--- config.mk ---
export PLATFORM = sky130hd
export DESIGN_NAME = mem_init_loader_flat
export DESIGN_NICKNAME = d
export VERILOG_FILES = /design/src/rtl/mem_loader_pkg.sv /design/src/rtl/mem_init_loader_if.sv /design/src/rtl/loader_word_assembler.sv /design/src/rtl/mem_init_loader.sv /design/src/flat_wrapper.sv
export SDC_FILE = /design/constraint.sdc
export NUM_CORES = 1
export LEC_CHECK = 0
export CORE_MARGIN = 2
export CORE_UTILIZATION = 30
export CTS_CLUSTER_DIAMETER = 150
export DETAILED_ROUTE_END_ITERATION = 8
export MAX_ROUTING_LAYER = met4
export PLACE_DENSITY_LB_ADDON = 0.15
export SLEW_MARGIN = 20
export SYNTH_ARGS = -nofsm -noshare
export SYNTH_HDL_FRONTEND = slang
export SYNTH_SLANG_ARGS = --single-unit
--- constraint.sdc ---
create_clock -name clk -period 1.8 [get_ports clk]
set_input_delay 0.36 -clock clk [delete_from_list [all_inputs] [get_ports clk]]
set_output_delay 0.36 -clock clk [all_outputs]
set_load 0.01 [all_outputs]
--- src/rtl/mem_loader_pkg.sv ---
// Shared types and constants for the data-memory init loader.
package mem_loader_pkg;

  typedef enum logic [2:0] {
    ST_IDLE,
    ST_COUNT,
    ST_DATA,
    ST_WRITE,
    ST_CSUM,
    ST_DONE
  } state_e;

  localparam int DEFAULT_ADDR_W = 8;
  localparam int LANES          = 4;
  localparam int LANE_W         = $clog2(LANES);
  localparam int WORD_W         = LANES * 8;
  localparam int CSUM_W         = 8;

endpackage

--- src/rtl/mem_init_loader_if.sv ---
// Byte-stream input and data-memory init write port of the loader.
interface mem_init_loader_if
  import mem_loader_pkg::*;
#(
  parameter int ADDR_W = DEFAULT_ADDR_W
);
  // Byte stream: one byte moves on every rising edge where byte_valid & byte_ready;
  // the source holds byte_data stable while byte_valid is high and ready is low.
  logic              byte_valid;
  logic [7:0]        byte_data;
  logic              byte_ready;
  logic              init_write_enable;
  logic [ADDR_W-1:0] init_addr;
  logic [WORD_W-1:0] init_data;

  modport slave (
    input  byte_valid, byte_data,
    output byte_ready, init_write_enable, init_addr, init_data
  );

  modport master (
    output byte_valid, byte_data,
    input  byte_ready, init_write_enable, init_addr, init_data
  );
endinterface

--- src/rtl/loader_word_assembler.sv ---
// Little-endian byte-to-word shift assembler with a lane counter.
module loader_word_assembler
  import mem_loader_pkg::*;
(
  input  logic              clk,
  input  logic              rst_n,
  input  logic              clear,
  input  logic              shift_en,
  input  logic [7:0]        byte_in,
  output logic [WORD_W-1:0] word_next,
  output logic              word_full
);
  logic [WORD_W-1:0] word_q, word_d;
  logic [LANE_W-1:0] lane_q, lane_d;

  // Bytes enter at the top and drift down, so the first byte lands in [7:0].
  assign word_next = {byte_in, word_q[WORD_W-1:8]};
  assign word_full = (lane_q == LANE_W'(LANES - 1));

  always_comb begin
    word_d = word_q;
    lane_d = lane_q;
    if (clear) begin
      word_d = '0;
      lane_d = '0;
    end else if (shift_en) begin
      word_d = word_next;
      lane_d = lane_q + LANE_W'(1);
    end
  end

  always_ff @(posedge clk or negedge rst_n) begin
    if (!rst_n) begin
      word_q <= '0;
      lane_q <= '0;
    end else begin
      word_q <= word_d;
      lane_q <= lane_d;
    end
  end
endmodule

--- src/rtl/mem_init_loader.sv ---
// Loads data memory from a framed byte stream (count, LE words, XOR checksum)
// and holds the CPU in reset until a load ends with a good checksum.
module mem_init_loader
  import mem_loader_pkg::*;
#(
  parameter int ADDR_W = DEFAULT_ADDR_W
)(
  input  logic              clk,
  input  logic              reset,
  input  logic              start,
  mem_init_loader_if.slave  bus,
  output logic              cpu_hold,
  output logic              busy,
  output logic              done,
  output logic              error,
  output state_e            state_dbg
);
  state_e              state_q, state_d;
  logic [7:0]          n_q, n_d;
  logic [ADDR_W-1:0]   idx_q, idx_d;
  logic [ADDR_W:0]     idx_inc;
  logic [CSUM_W-1:0]   csum_q, csum_d;
  logic                we_q, we_d;
  logic [ADDR_W-1:0]   addr_q, addr_d;
  logic [WORD_W-1:0]   data_q, data_d;
  logic                hold_q, hold_d;
  logic                done_q, done_d;
  logic                error_q, error_d;
  logic                asm_clear, asm_shift, asm_full, accept;
  logic [WORD_W-1:0]   asm_word_next;

  loader_word_assembler u_asm (
    .clk       (clk),
    .rst_n     (reset),
    .clear     (asm_clear),
    .shift_en  (asm_shift),
    .byte_in   (bus.byte_data),
    .word_next (asm_word_next),
    .word_full (asm_full)
  );

  assign bus.byte_ready = (state_q == ST_COUNT) || (state_q == ST_DATA) || (state_q == ST_CSUM);
  assign busy           = bus.byte_ready || (state_q == ST_WRITE);
  assign accept         = bus.byte_valid && bus.byte_ready;
  assign idx_inc        = {1'b0, idx_q} + (ADDR_W + 1)'(1);

  always_comb begin
    state_d   = state_q;
    n_d       = n_q;
    idx_d     = idx_q;
    csum_d    = csum_q;
    we_d      = 1'b0;
    addr_d    = addr_q;
    data_d    = data_q;
    hold_d    = hold_q;
    done_d    = done_q;
    error_d   = error_q;
    asm_clear = 1'b0;
    asm_shift = 1'b0;
    case (state_q)
      ST_IDLE, ST_DONE: begin
        if (start) begin
          state_d   = ST_COUNT;
          idx_d     = '0;
          csum_d    = '0;
          hold_d    = 1'b1;
          done_d    = 1'b0;
          error_d   = 1'b0;
          asm_clear = 1'b1;
        end
      end
      ST_COUNT: begin
        if (accept) begin
          n_d     = bus.byte_data;
          state_d = (bus.byte_data != 8'd0) ? ST_DATA : ST_CSUM;
        end
      end
      ST_DATA: begin
        if (accept) begin
          asm_shift = 1'b1;
          csum_d    = csum_q ^ bus.byte_data;
          if (asm_full) begin
            // Strobe and payload are registered here so the write lands one cycle later.
            we_d    = 1'b1;
            addr_d  = idx_q;
            data_d  = asm_word_next;
            state_d = ST_WRITE;
          end
        end
      end
      ST_WRITE: begin
        idx_d   = idx_inc[ADDR_W-1:0];
        state_d = (idx_inc == (ADDR_W + 1)'(n_q)) ? ST_CSUM : ST_DATA;
      end
      ST_CSUM: begin
        if (accept) begin
          done_d  = 1'b1;
          error_d = (bus.byte_data != csum_q);
          hold_d  = (bus.byte_data != csum_q);
          state_d = ST_DONE;
        end
      end
      default: state_d = ST_IDLE;
    endcase
  end

  always_ff @(posedge clk or negedge reset) begin
    if (!reset) begin
      state_q <= ST_IDLE;
      n_q     <= '0;
      idx_q   <= '0;
      csum_q  <= '0;
      we_q    <= 1'b0;
      addr_q  <= '0;
      data_q  <= '0;
      hold_q  <= 1'b1;
      done_q  <= 1'b0;
      error_q <= 1'b0;
    end else begin
      state_q <= state_d;
      n_q     <= n_d;
      idx_q   <= idx_d;
      csum_q  <= csum_d;
      we_q    <= we_d;
      addr_q  <= addr_d;
      data_q  <= data_d;
      hold_q  <= hold_d;
      done_q  <= done_d;
      error_q <= error_d;
    end
  end

  assign bus.init_write_enable = we_q;
  assign bus.init_addr         = addr_q;
  assign bus.init_data         = data_q;
  assign cpu_hold              = hold_q;
  assign done                  = done_q;
  assign error                 = error_q;
  assign state_dbg             = state_q;
endmodule

--- src/flat_wrapper.sv ---
// flat-port wrapper written by rule: the top's interface ports become plain ports
module mem_init_loader_flat import mem_loader_pkg::*;
#(
  parameter int ADDR_W = DEFAULT_ADDR_W
)
  (clk, reset, start, cpu_hold, busy, done, error, state_dbg, bus_byte_valid, bus_byte_data, bus_byte_ready, bus_init_write_enable, bus_init_addr, bus_init_data);
  mem_init_loader_if #(.ADDR_W(ADDR_W)) bus_i ();
  input  logic clk;
  input  logic reset;
  input  logic start;
  output logic cpu_hold;
  output logic busy;
  output logic done;
  output logic error;
  output state_e state_dbg;
  input wire logic [$bits(bus_i.byte_valid)-1:0] bus_byte_valid;
  input wire logic [$bits(bus_i.byte_data)-1:0] bus_byte_data;
  output wire logic [$bits(bus_i.byte_ready)-1:0] bus_byte_ready;
  output wire logic [$bits(bus_i.init_write_enable)-1:0] bus_init_write_enable;
  output wire logic [$bits(bus_i.init_addr)-1:0] bus_init_addr;
  output wire logic [$bits(bus_i.init_data)-1:0] bus_init_data;
  assign bus_i.byte_valid = bus_byte_valid;
  assign bus_i.byte_data = bus_byte_data;
  assign bus_byte_ready = bus_i.byte_ready;
  assign bus_init_write_enable = bus_i.init_write_enable;
  assign bus_init_addr = bus_i.init_addr;
  assign bus_init_data = bus_i.init_data;
  mem_init_loader #(.ADDR_W(ADDR_W)) u_core (.clk(clk), .reset(reset), .start(start), .bus(bus_i), .cpu_hold(cpu_hold), .busy(busy), .done(done), .error(error), .state_dbg(state_dbg));
endmodule
==> flow_summary.json <==
{
  "cts_sink_cnt": 97,
  "placedInstanceArea_um2": 5450,
  "io_pins": 61,
  "arrival_ns": 1.47,
  "fin_crit_sh": 1.02,
  "mappedNetlistArea_um2": 4340,
  "max_freq_mhz": 545,
  "timing.setup.critical_path_class": "flip-flop to primary output",
  "peakVddDrop_v": 0.000598,
  "final.setup.tns_ns": -0.0734,
  "hold_path.class": "primary input to asynchronous set/reset pin",
  "design_area_um2": 5930,
  "timing.critical_path.from_type": "flip-flop",
  "net-switching-power_uw": 3190,
  "maximum_number_of_pins_on_one_net_before_global_route_repair": 34,
  "cts_tree": "done",
  "netSwitchingFraction": 0.337,
  "final-setup-viol-count": 3,
  "hold_violations": 0,
  "layout-area-overhead-vs-synth_pct": 36.4,
  "timing_worst_slew_pin_value_ns": 0.372,
  "maxCapViolations": 0,
  "worst_path_largest_cell_delay_ns": 0.60,
  "yosys.cell_types.count": 51,
  "die-area_um2": 15500,
  "drt-initial-drc-count": 139,
  "final_critical_path_setup_slack_ns": -0.0334,
  "synth_cells": 389,
  "timing.clock.skew_ns": 0.00591,
  "type_of_element_capturing_the_critical_path": "primary output",
  "initial_core_util": 0.311,
  "placement.io_buffers": 60,
  "primary_flip_flop_cell_chosen_by_synthesis_mapping": "dfrtp_1",
  "gp_routability_congestion": 0.812,
  "cp_max_fo": 7,
  "synth_top_area_cell": "dfrtp_1",
  "grt_remaining_overflow": 0,
  "edff_count_synth": 0,
  "ant_nets": 0,
  "final_net_count": 508,
  "std_cell_rows": 43,
  "critical_path.cell_chain": "clkdlybuf4s50_1",
  "antenna-diode-count": 0,
  "antenna_found_initial": 0,
  "timing.critical_path.buf_inv": 1,
  "comb_power_share": 0.397,
  "first_global_vias": 3326,
  "clock_insertion_delay_worst_skew_ns": 0.35,
  "seqCellArea_um2": 2430,
  "synth.ff_latch_count": 97,
  "syn-num-nets": 403,
  "place.detailed.hpwl_um": 7150,
  "postSynthAreaPerCell_um2": 11.2,
  "power_report.internal_total_uw": 6270,
  "vias": 3260,
  "seq_power_share": 0.377,
  "critical_path_required_ns": 1.44,
  "synth_top_cell_area_share": 0.553,
  "clk_pin_slew_ns": 0.07,
  "synth-warning-count": 0,
  "via_per_inst": 4.81,
  "power.leakage_uw": 0.00264,
  "fillerInstances": 1363,
  "synth_top_cells_by_area": "dfrtp_1 55%, mux2_2 11%, nand2_1 6.2%, a21oi_1 4.3%, o21ai_0 2.6%",
  "drv_slew": 0,
  "yosysSeqAreaShare": 0.559,
  "min_period_ns": 1.83,
  "die_height_um": 124,
  "routed_wire_length_per_instance_um": 15.1,
  "layout-drive-gt1-share": 0.281,
  "grt_pass1_wl_um": 17100,
  "failed_checks": "setup timing",
  "grt_setup_unrepaired": "yes",
  "ys_async_sr_fraction": 1.00,
  "clock_tree.root_cell": "clkbuf_16",
  "numCtsBuffers": 9,
  "status": "complete, but fails checks",
  "routed_wirelength_um": 10200,
  "clkPwrFrac": 0.226,
  "firstDrtPassIters": 4,
  "clk_path_buf_depth": 2,
  "groute.usage.overall": 0.142,
  "cellPowerDensity_nw_per_um2": 1600,
  "critPathTopFamily": "buffers and inverters",
  "die_w_um": 124,
  "max-slew-margin-rel": 0.750,
  "max_h_tree_level": 3,
  "multi_input_area_um2": 1860,
  "core_um2": 14000,
  "standard_cell_with_the_maximum_stage_delay_on_the_critical_path": "clkdlybuf4s50_1",
  "drc": 0
}
Yosys cell counts (all sizes together) (2+ instances only):
master	count
clkbuf	9
nor2	12
nor3b	2
mux2	49
nor4	4
or3	2
inv	3
a21oi	37
nor3	5
xor2	7
nand4	2
mux2i	2
and2	2
buf	11
or4	2
dfrtp	96
nand2	73
ha	2
nand2b	2
nor2b	14
o21ai	23
o41ai	2
a22o	2
nand3	5
xnor2	5
sequential cells by signal, indices dropped and copies added (netlist names):
register                      count
u_core.csum_q                     8
u_core.bus.init_write_enable      1
u_core.error                      1
u_core.state_dbg                  3
u_core.bus.init_data             32
u_core.u_asm.word_q              24
u_core.n_q                        8
u_core.bus.init_addr              8
u_core.cpu_hold                   1
u_core.u_asm.lane_q               2
u_core.done                       1
u_core.idx_q                      8
power groups by stage:
stage | logic, uW | clock network [uW] | registers [uW]
after CTS | 3740 | 2190 | 3580
final | 3750 | 2140 | 3570
after floorplan | 1950 | 0 | 3570
after detailed placement | 3610 | 0 | 3600
after global placement | 3550 | 0 | 3580
after global routing | 4130 | 2280 | 3690
per-stage QoR:
stage	cells	worst slack (ns)	hold slack [ns]	util	total power [uW]
after global placement	656	-0.242	0.297	0.390	7130
final	678	-0.0334	0.460	0.424	9460
after detailed placement	656	-0.304	0.303	0.390	7210
after global routing	678	-0.110	0.501	0.424	10100
after floorplan	389	0.0363	0.0644	-	5530
after CTS	676	-0.0991	0.468	0.421	9510
what timing repair did:
action                                  in CTS  in global routing
pin swaps                                    6                  7
buffers inserted                             4                  2
gates resized for setup                     17                 10
hold endpoints to repair                    19                  0
hold buffers                                 1                  0
endpoints found under the setup margin      17                 12
metal layers:
metal  part of all wire  global-route usage  vias up
met1               0.49               0.194     1618
li1                   -                   -     1565
met4              0.019              0.0568        0
met3              0.032              0.0275       14
met5                  0                   -        -
met2               0.46               0.210       63
worst paths after layout:
path | start | to | slack [ns] | depth (start not counted)
worst min-delay path | reset | u_core.done$_DFFE_PN0P_ | 0.46 | 2
min in group clk | u_core.done$_DFFE_PN0P_ | u_core.done$_DFFE_PN0P_ | 0.49 | 1
worst max register to register | u_core.idx_q[0]$_DFFE_PN0P_ | u_core.state_dbg[2]$_DFFE_PN0P_ | -0.02 | 7
worst max-delay path | u_core.state_dbg[2]$_DFFE_PN0P_ | state_dbg[2] | -0.03 | 1
max in group asynchronous | reset | u_core.n_q[6]$_DFFE_PN0P_ | 0.80 | 3
worst min register to register | u_core.done$_DFFE_PN0P_ | u_core.done$_DFFE_PN0P_ | 0.49 | 1
kinds of logic (layout without fill, tap and decap cells):
group / after synthesis / count (layout) / synth area share
flops: 97 / 97 / 0.559
simple gates: 129 / 129 / 0.141
buf+inv: 23 / 132 / 0.0340
fa+ha+maj: 2 / 2 / 0.00576
compound gates: 74 / 74 / 0.0974
xor+xnor: 13 / 13 / 0.0311
mux: 51 / 51 / 0.132
layout by cell type, fill, tap and decap left out, drive strengths merged, types with 7 or more instances in the layout:
master,count
dfrtp,96
mux2,49
nor2,12
buf,54
clkbuf,11
nor2b,14
xor2,7
a21oi,37
o21ai,23
clkdlybuf4s50,55
nand2,73
cell type report:
| cell class | instances | share of cell area |
|---|---|---|
| sequential | 97 | 0.410 |
| multi-input combinational | 269 | 0.314 |
| timing repair buffer | 114 | 0.181 |
| clock buffer | 10 | 0.0403 |
| tap | 180 | 0.0380 |
| clock inverter | 5 | 0.0148 |
| inverter | 3 | 0.00190 |
Power figures use the tool's default switching activity.
